## config.mk

```make
export PLATFORM = sky130hd
export DESIGN_NAME = floating_point_adder
export DESIGN_NICKNAME = d
export VERILOG_FILES = /design/src/rtl/fp_add_pkg.sv /design/src/rtl/fp_add_core.sv /design/src/rtl/floating_point_adder.sv
export SDC_FILE = /design/constraint.sdc
export NUM_CORES = 1
export LEC_CHECK = 0
export CAP_MARGIN = 10
export CORE_MARGIN = 1
export CORE_UTILIZATION = 46
export DETAILED_ROUTE_END_ITERATION = 10
export GPL_ROUTABILITY_DRIVEN = 1
export PLACE_DENSITY = 0.75
export SLEW_MARGIN = 10
export SYNTH_ARGS = -nofsm -noshare
export SYNTH_HDL_FRONTEND = slang
export SYNTH_SLANG_ARGS = --single-unit
```

## constraint.sdc

```tcl
create_clock -name clk -period 28.8 [get_ports clk]
set_clock_uncertainty 0.1 [all_clocks]
set_input_delay 5.76 -clock clk [delete_from_list [all_inputs] [get_ports clk]]
set_output_delay 5.76 -clock clk [all_outputs]
set_load 0.005 [all_outputs]
```

## src/rtl/fp_add_pkg.sv

```systemverilog
// Shared constants and operand classification for the
// registered single-precision adder.
package fp_add_pkg;

  localparam int EXP_W = 8;
  localparam int FRAC_W = 23;
  localparam logic [EXP_W-1:0] EXP_MAX = 8'hFF;
  localparam logic [31:0] QNAN = 32'h7FC00000;
  localparam logic [31:0] POS_INF = 32'h7F800000;
  localparam logic [31:0] NEG_INF = 32'hFF800000;

  typedef struct packed {
    logic is_nan;
    logic is_inf;
    logic is_zero;
  } fp_class_t;

  // Denormals have exp=0 and are treated as zero.
  function automatic fp_class_t classify(
    input logic [31:0] x
  );
    fp_class_t c;
    logic [EXP_W-1:0] e;
    logic [FRAC_W-1:0] f;
    e = x[30:23];
    f = x[22:0];
    c.is_nan = (e == EXP_MAX) && (f != '0);
    c.is_inf = (e == EXP_MAX) && (f == '0);
    c.is_zero = (e == '0);
    return c;
  endfunction

endpackage

```

## src/rtl/fp_add_core.sv

```systemverilog
// Combinational IEEE-754 single adder: truncating,
// flush-to-zero, with special-case flags.
module fp_add_core
  import fp_add_pkg::*;
(
  input  logic [31:0] a,
  input  logic [31:0] b,
  output logic [31:0] result,
  output logic        nan,
  output logic        inf,
  output logic        neg_inf,
  output logic        err
);

  fp_class_t ca;
  fp_class_t cb;
  logic [31:0] big;
  logic [31:0] sml;
  logic [7:0] ed;
  logic [23:0] mb;
  logic [23:0] ms;
  logic [23:0] msh;
  logic same;
  logic [24:0] sum;
  logic [4:0] lz;
  logic [23:0] norm;
  logic [22:0] frac;
  logic signed [9:0] e;
  logic inf_sign;

  assign ca = classify(a);
  assign cb = classify(b);

  assign big = (a[30:0] >= b[30:0]) ? a : b;
  assign sml = (a[30:0] >= b[30:0]) ? b : a;
  assign ed = big[30:23] - sml[30:23];
  assign mb = {1'b1, big[22:0]};
  assign ms = {1'b1, sml[22:0]};
  assign msh = (ed >= 8'd24) ? '0 : (ms >> ed);
  assign same = (big[31] == sml[31]);
  assign sum = same ? ({1'b0, mb} + {1'b0, msh})
                    : ({1'b0, mb} - {1'b0, msh});

  // Leading-zero count of the 24-bit difference.
  always_comb begin
    lz = '0;
    for (int i = 0; i < 24; i++) begin
      if (sum[i]) lz = 5'(23 - i);
    end
  end

  always_comb begin
    norm = sum[23:0] << lz;
    if (sum[24]) begin
      frac = sum[23:1];
      e = $signed({2'b00, big[30:23]}) + 10'sd1;
    end else begin
      frac = norm[22:0];
      e = $signed({2'b00, big[30:23]})
        - $signed({5'b00000, lz});
    end
  end

  assign inf_sign = ca.is_inf ? a[31] : b[31];

  always_comb begin
    result = '0;
    nan = 1'b0;
    inf = 1'b0;
    neg_inf = 1'b0;
    err = 1'b0;
    if (ca.is_nan || cb.is_nan ||
        (ca.is_inf && cb.is_inf && a[31] != b[31])) begin
      result = QNAN;
      nan = 1'b1;
      err = 1'b1;
    end else if (ca.is_inf || cb.is_inf) begin
      result = inf_sign ? NEG_INF : POS_INF;
      inf = !inf_sign;
      neg_inf = inf_sign;
    end else if (ca.is_zero && cb.is_zero) begin
      result = '0;
    end else if (ca.is_zero) begin
      result = b;
    end else if (cb.is_zero) begin
      result = a;
    end else if (sum == '0) begin
      result = '0;
    end else if (e >= 10'sd255) begin
      result = big[31] ? NEG_INF : POS_INF;
      inf = !big[31];
      neg_inf = big[31];
    end else if (e <= 10'sd0) begin
      result = '0;
    end else begin
      result = {big[31], e[7:0], frac};
    end
  end

endmodule

```

## src/rtl/floating_point_adder.sv

```systemverilog
// Two register stages around the combinational adder:
// fixed 2-cycle latency, one operand pair per cycle.
module floating_point_adder
  import fp_add_pkg::*;
(
  input  logic        clk,
  input  logic        rst,
  input  logic [31:0] a_reg,
  input  logic [31:0] b_reg,
  output logic [31:0] result_reg,
  output logic        NAN_reg,
  output logic        INF_reg,
  output logic        NEG_INF_reg,
  output logic        ERR_reg
);

  logic [31:0] a_q;
  logic [31:0] b_q;
  logic [31:0] res_d;
  logic nan_d;
  logic inf_d;
  logic ninf_d;
  logic err_d;

  always_ff @(posedge clk or negedge rst) begin
    if (!rst) begin
      a_q <= '0;
      b_q <= '0;
    end else begin
      a_q <= a_reg;
      b_q <= b_reg;
    end
  end

  fp_add_core u_core (
    .a       (a_q),
    .b       (b_q),
    .result  (res_d),
    .nan     (nan_d),
    .inf     (inf_d),
    .neg_inf (ninf_d),
    .err     (err_d)
  );

  always_ff @(posedge clk or negedge rst) begin
    if (!rst) begin
      result_reg <= '0;
      NAN_reg <= 1'b0;
      INF_reg <= 1'b0;
      NEG_INF_reg <= 1'b0;
      ERR_reg <= 1'b0;
    end else begin
      result_reg <= res_d;
      NAN_reg <= nan_d;
      INF_reg <= inf_d;
      NEG_INF_reg <= ninf_d;
      ERR_reg <= err_d;
    end
  end

endmodule

```

# == After elaboration in Yosys (flattened, before gate mapping) ==
# Cells that the tools add are included.
# classes
magnitude_cmp,4
addsub,5
reduce_logical,19
muxes,56
shifts,2
eq_ne,4
# op_table
cell,n
32-bit two-way mux,12
5-bit two-way mux,24
23-bit logical NOT,2
23-bit nonzero test,2
31-bit greater-or-equal comparator,1
24-bit by 24-bit adder with 25-bit output,1
25-bit logical NOT,1
25-bit two-way mux,1
24-bit by 24-bit subtractor with 25-bit output,1
24-bit two-way mux,1
24-bit by 5-bit left shift with 23-bit output,1
24-bit by 8-bit >> shifter with 24-bit output,1
23-bit two-way mux,1
8-bit == test (second input constant),2
8-bit logical NOT,2
1-bit two-way mux,16
10-bit by 9-bit greater-or-equal comparator with 1-bit output (second input constant),1
10-bit by 1-bit less-or-equal comparator with 1-bit output (second input constant),1
10-bit two-way mux,1
8-bit by 1-bit adder with 9-bit output (second input constant),1
8-bit by 5-bit subtractor with 9-bit output,1
8-bit by 5-bit greater-or-equal comparator with 1-bit output (second input constant),1
8-bit subtractor,1
1-bit logical AND,7
other kinds (4),7
# word_totals
reg_bits,99
out_inout_bits,36
in_bits,66
wordCells,96

# == Depth between registers and ports, before layout ==
# logic_depth
depth_word,42
depth_mapped,63
mapped_depth_nobuf,53

# == Cells and area by module ==
# A second synthesis with hierarchy kept.
# hier_totals
hier_cells,1471
area_unflattened_um2,11944.0
# by_module_without_submodules
mod,seq_area_each_um2,n_inst,area_per_inst_um2,cells_per_inst
fp_add_core,0.0,1,9441.6,1371
floating_point_adder,2502.4,1,2502.4,100

# == Worst setup path after synthesis ==
# OpenSTA, ideal clock, no wires.
# synth_path
path_type,flip-flop to flip-flop
from,reg a_q[10]
to,reg result_reg[7]
setup_time_ns,0.136
required_ns,28.564
setup_slack_ns,16.824
stages_incl_launch_ff,58
arrival_ns,11.740
synth_period_minus_slack_ns,11.976
cell_sequence,dfrtp_1 ha_1 a21oi_1 o21ai_1 a2111o_1 o21a_1 buf_6 nor2_2 buf_2 buf_2 buf_2 a31oi_1 ha_1 buf_1 clkbuf_1 clkbuf_1 nand2_1 o211ai_1 (+22 left out) a2bb2oi_1 o211ai_1 clkbuf_1 clkbuf_1 fa_1 nor2b_1 o21ai_0 nand2b_1 a211oi_1 nand3_1 o21a_1 o31ai_1 nand3_1 mux2i_4 nor3_2 buf_4 a222oi_1 a21oi_1
# synth_via
elab_chain_len,42
elab_cells_between_ends,60
cone_classes,add/sub: 5; order compare: 4; eq/ne: 1; shift: 2; mux: 38; reduce/logical: 10
# synth_lines
item,line,text
"start, declared",floating_point_adder.sv:17,logic [31:0] a_q;
"start signal, assigned",floating_point_adder.sv:30,a_q <= a_reg;
31-bit greater-or-equal comparator,"fp_add_core.sv:34, fp_add_core.sv:35",
32-bit two-way mux (on tied branches),"fp_add_core.sv:34, fp_add_core.sv:35",
8-bit subtractor,fp_add_core.sv:36,assign ed = big[30:23] - sml[30:23];
24-bit by 8-bit >> shifter with 24-bit output / 8-bit by 5-bit greater-or-equal comparator with 1-bit output (equally long branches),fp_add_core.sv:39,assign msh = (ed >= 8'd24) ? '0 : (ms >> ed);
24-bit two-way mux,fp_add_core.sv:39,
24-bit by 24-bit subtractor with 25-bit output / 24-bit by 24-bit adder with 25-bit output (equally long branches),"fp_add_core.sv:42, fp_add_core.sv:41",
25-bit two-way mux,fp_add_core.sv:41,"assign sum = same ? ({1'b0, mb} + {1'b0, msh})"
5-bit two-way mux (24 in series),fp_add_core.sv:48,if (sum[i]) lz = 5'(23 - i);
(+4 left out),--,
32-bit two-way mux,fp_add_core.sv:89,end else if (e >= 10'sd255) begin
32-bit two-way mux,fp_add_core.sv:87,end else if (sum == '0) begin
32-bit two-way mux,fp_add_core.sv:85,end else if (cb.is_zero) begin
32-bit two-way mux,fp_add_core.sv:83,end else if (ca.is_zero) begin
32-bit two-way mux,fp_add_core.sv:81,end else if (ca.is_zero && cb.is_zero) begin
32-bit two-way mux,fp_add_core.sv:77,end else if (ca.is_inf || cb.is_inf) begin
32-bit two-way mux *,fp_add_core.sv:72,if (ca.is_nan || cb.is_nan ||
net res_d[7],floating_point_adder.sv:19,logic [31:0] res_d;
"end signal, assigned",floating_point_adder.sv:53,result_reg <= res_d;
"end, declared",floating_point_adder.sv:10,"output logic [31:0] result_reg,"
# The timed path passes the listed nets; every way through them passes the cells marked *.

# == Worst setup path after layout ==
# layout_path
from,reg a_q[23]
to,reg result_reg[16]
# The elaborated chain is that of the path after synthesis.

==> out/summary.txt <==
placed cell count = 1843
Clock Latency Late Sink = 0.36 ns
flop2flop setup slack = 14.26 ns
number of synthesis warnings = 0
ANT nets after route = 0
Final Max Slew Viols = 0
critical path capture point type = flip-flop
share of layout cells above drive strength 1 = 7.30%
Leak = 0.00526 uW
busiest grt layer = met2
Pwr Density = 102 nW/um2
sequential area share after synthesis = 21.5%
Ports = 102
reg2reg end = result_reg[16]$_DFF_PN0_
Finished Layout Cells = 1858
deepest clock path buffer count = 2
Rows = 57
number of vias per cell = 6.85
grt met2 use = 55.7%
GR Util met1 = 45.9%
total die area = 25600 um2
met3 Use GR = 8.70%
Final nets = 1661
critical path startpoint category = flip-flop
DR iter-0 viols = 1676
min Tclk post-route = 14.54 ns
slew of the pin with the lowest slew margin = 1.13 ns
Die X-Extent = 160 um
Hold/Removal Path Class = reg2reg
Mapped Cells = 1479
vias in the first global route = 11800
hold path cells = 1
Core Region = 24400 um2
first-pass iteration count of the detailed router = 7
initial antenna violation count = 0
Netlist cell types = 100
synthesis-to-finish area growth = 13.1%
CTS sink count = 99
CP max FO = 45
first-pass GRT wire length = 69700 um
Max VDD drop = 44.8 uV
top_reg_cell synth = dfrtp_1
gr usage total = 35.2%
hold_sp = b_q[8]$_DFF_PN0_
largest net degree at the start of global routing = 77
GPL Wtd Cong = 1.03
initial core utilization = 47.1%
r2r startpoint = a_q[23]$_DFF_PN0_
Setup CP Type = reg2reg
H-tree levels = 3
EDFF count, synth = 0
Die Y = 160 um
Slowest-stage cell, CP = nor3_2
Min-Delay Endpoint = result_reg[8]$_DFF_PN0_
clk slew on worst S/H paths = 0.07 ns
Crit path arrival time = 14.70 ns
drt wl/cell = 24.6 um
root buffer cell = clkbuf_16
DRC = 0
syn_nets = 1610
dpl cell area = 12700 um2
total wire length = 45700 um
RSZ-0062 raised after global routing = false
postcts setup bufs = 0
Post-CTS Resized = 0
Data required, critical path = 28.96 ns
post-synthesis cell area = 11500 um2
Most Frequent Cell on Critical Path = ha_1
CTS buffer count = 9
final setup vio count = 0
GRT overflow = 0
max_cap viols = 0
ys async rst share = 100%
post-DP HPWL = 35600 um
syn avg cell area = 7.78 um2
Max-slew headroom = 24.1%
crit-path max cell delay = 0.72 ns
period utilization = 50.5%
Fin. Hold Viols = 0
outcome = finished clean
ant diodes = 0
fmax = 0.0688 GHz
Hold-fix buffers, CTS = 0
Register-to-Register Path Depth = 49
# port buffers = 101
TritonCTS clock tree = yes
Setup Total Neg Slack = 0 ns
Final Cell Area = 13000 um2
via count = 12700
Seq cells post-synth = 99
-- cell families (layout without fill, tap and decap cells) --
family | after synthesis | in the layout | share of synthesized area, %
buf+inv | 152 | 207 | 5.62
simple gates | 503 | 503 | 21.9
compound gates | 515 | 515 | 30.4
fa+ha+maj | 65 | 65 | 7.20
xor+xnor | 48 | 48 | 3.66
flops | 99 | 99 | 21.5
mux | 97 | 97 | 9.71
-- Yosys cell counts, drive strengths merged, types with 6 or more instances --
library cell | count | area (um2)
clkbuf | 44 | 165
nand2b | 12 | 75.1
a211oi | 23 | 178
a41oi | 6 | 52.6
o21ai | 129 | 649
a31oi | 15 | 93.8
and3 | 9 | 56.3
nor2b | 9 | 56.3
o21a | 19 | 143
or4 | 6 | 45.0
ha | 63 | 788
nand2 | 152 | 583
a221oi | 14 | 123
a21boi | 7 | 52.6
mux2 | 20 | 233
nor4 | 28 | 241
nand4 | 24 | 156
a22o | 6 | 52.6
a221o | 6 | 60.1
and4 | 7 | 61.3
a21oi | 105 | 533
o211a | 7 | 70.1
and2 | 13 | 81.3
or2 | 9 | 56.3
o221ai | 9 | 78.8
nor2 | 136 | 515
mux2i | 69 | 703
buf | 35 | 208
o211ai | 29 | 218
nor3 | 39 | 210
o22ai | 21 | 138
inv | 72 | 270
xnor2 | 30 | 263
o31ai | 16 | 125
xor2 | 18 | 158
a22oi | 22 | 165
mux4 | 8 | 180
a21o | 10 | 75.1
or3 | 15 | 98.8
dfrtp | 99 | 2480
o31a | 9 | 87.6
a31o | 7 | 61.3
nand3 | 33 | 165
-- through the flow --
step | util, % | hold WS, ns | power (uW) | setup WS [ns]
final | 53.3 | 0.496 | 1330 | 14.26
after global routing | 53.3 | 0.514 | 1400 | 13.28
after CTS | 53.3 | 0.491 | 1290 | 14.60
after detailed placement | 52.0 | 0.479 | 1160 | 14.65
after global placement | 52.0 | 0.461 | 1170 | 14.79
after floorplan | - | 0.411 | 863 | 16.82
-- layout make-up --
| class | count | area (um2) |
|---|---|---|
| Fill cell | 2343 | 11400 |
| Clock inverter | 6 | 100 |
| Tap cell | 324 | 405 |
| Inverter | 73 | 274 |
| Timing Repair Buffer | 119 | 1140 |
| Sequential cell | 99 | 2480 |
| Multi-Input combinational cell | 1228 | 8380 |
| Clock buffer | 9 | 225 |
-- worst max-delay path by stage --
stage                      start                       end  slack [ns]  depth (start not counted)
5_1_grt        a_q[23]$_DFF_PN0_  result_reg[16]$_DFF_PN0_       13.28                         46
2_1_floorplan  a_q[10]$_DFF_PN0_   result_reg[7]$_DFF_PN0_       16.82                         57
3_5_place_dp   b_q[23]$_DFF_PN0_  result_reg[13]$_DFF_PN0_       14.65                         45
6_report       a_q[23]$_DFF_PN0_  result_reg[16]$_DFF_PN0_       14.26                         49
4_1_cts        a_q[23]$_DFF_PN0_  result_reg[13]$_DFF_PN0_       14.60                         44
3_3_place_gp   a_q[23]$_DFF_PN0_  result_reg[16]$_DFF_PN0_       14.79                         46
-- per-layer routing --
layer  routed length [um]  up-vias
met5                    0        -
li1                     -     5702
met3                 5370      151
met4                 2170        0
met2                20300      904
met1                17900     5964
-- critical path, delay by kind of cell (launching register included) --
family	cells	cell delay [ns]
compound gates	22	5.71
xor+xnor	3	0.87
fa+ha+maj	4	1.32
buf+inv	3	1.10
flops	1	0.49
mux	1	0.34
simple gates	16	4.46
-- placed cells by master, fill, tap and decap left out, types with 22 or more instances in the layout --
cell / n
nand2_1: 148
nor2_1: 134
o21ai_0: 116
a21oi_1: 103
clkdlybuf4s50_1: 100
dfrtp_1: 99
inv_1: 70
mux2i_1: 68
ha_1: 63
nor3_1: 36
nand3_1: 33
xnor2_1: 30
o211ai_1: 29
nand4_1: 23
nor4_1: 22
a211oi_1: 22
a22oi_1: 22
-- report_power, final --
group / switching (uW) / internal (uW)
clock: 56.3 / 76.7
sequential: 20.4 / 171
combinational: 618 / 383
total: 695 / 631
Note: power is estimated with default switching activity, not from simulation.
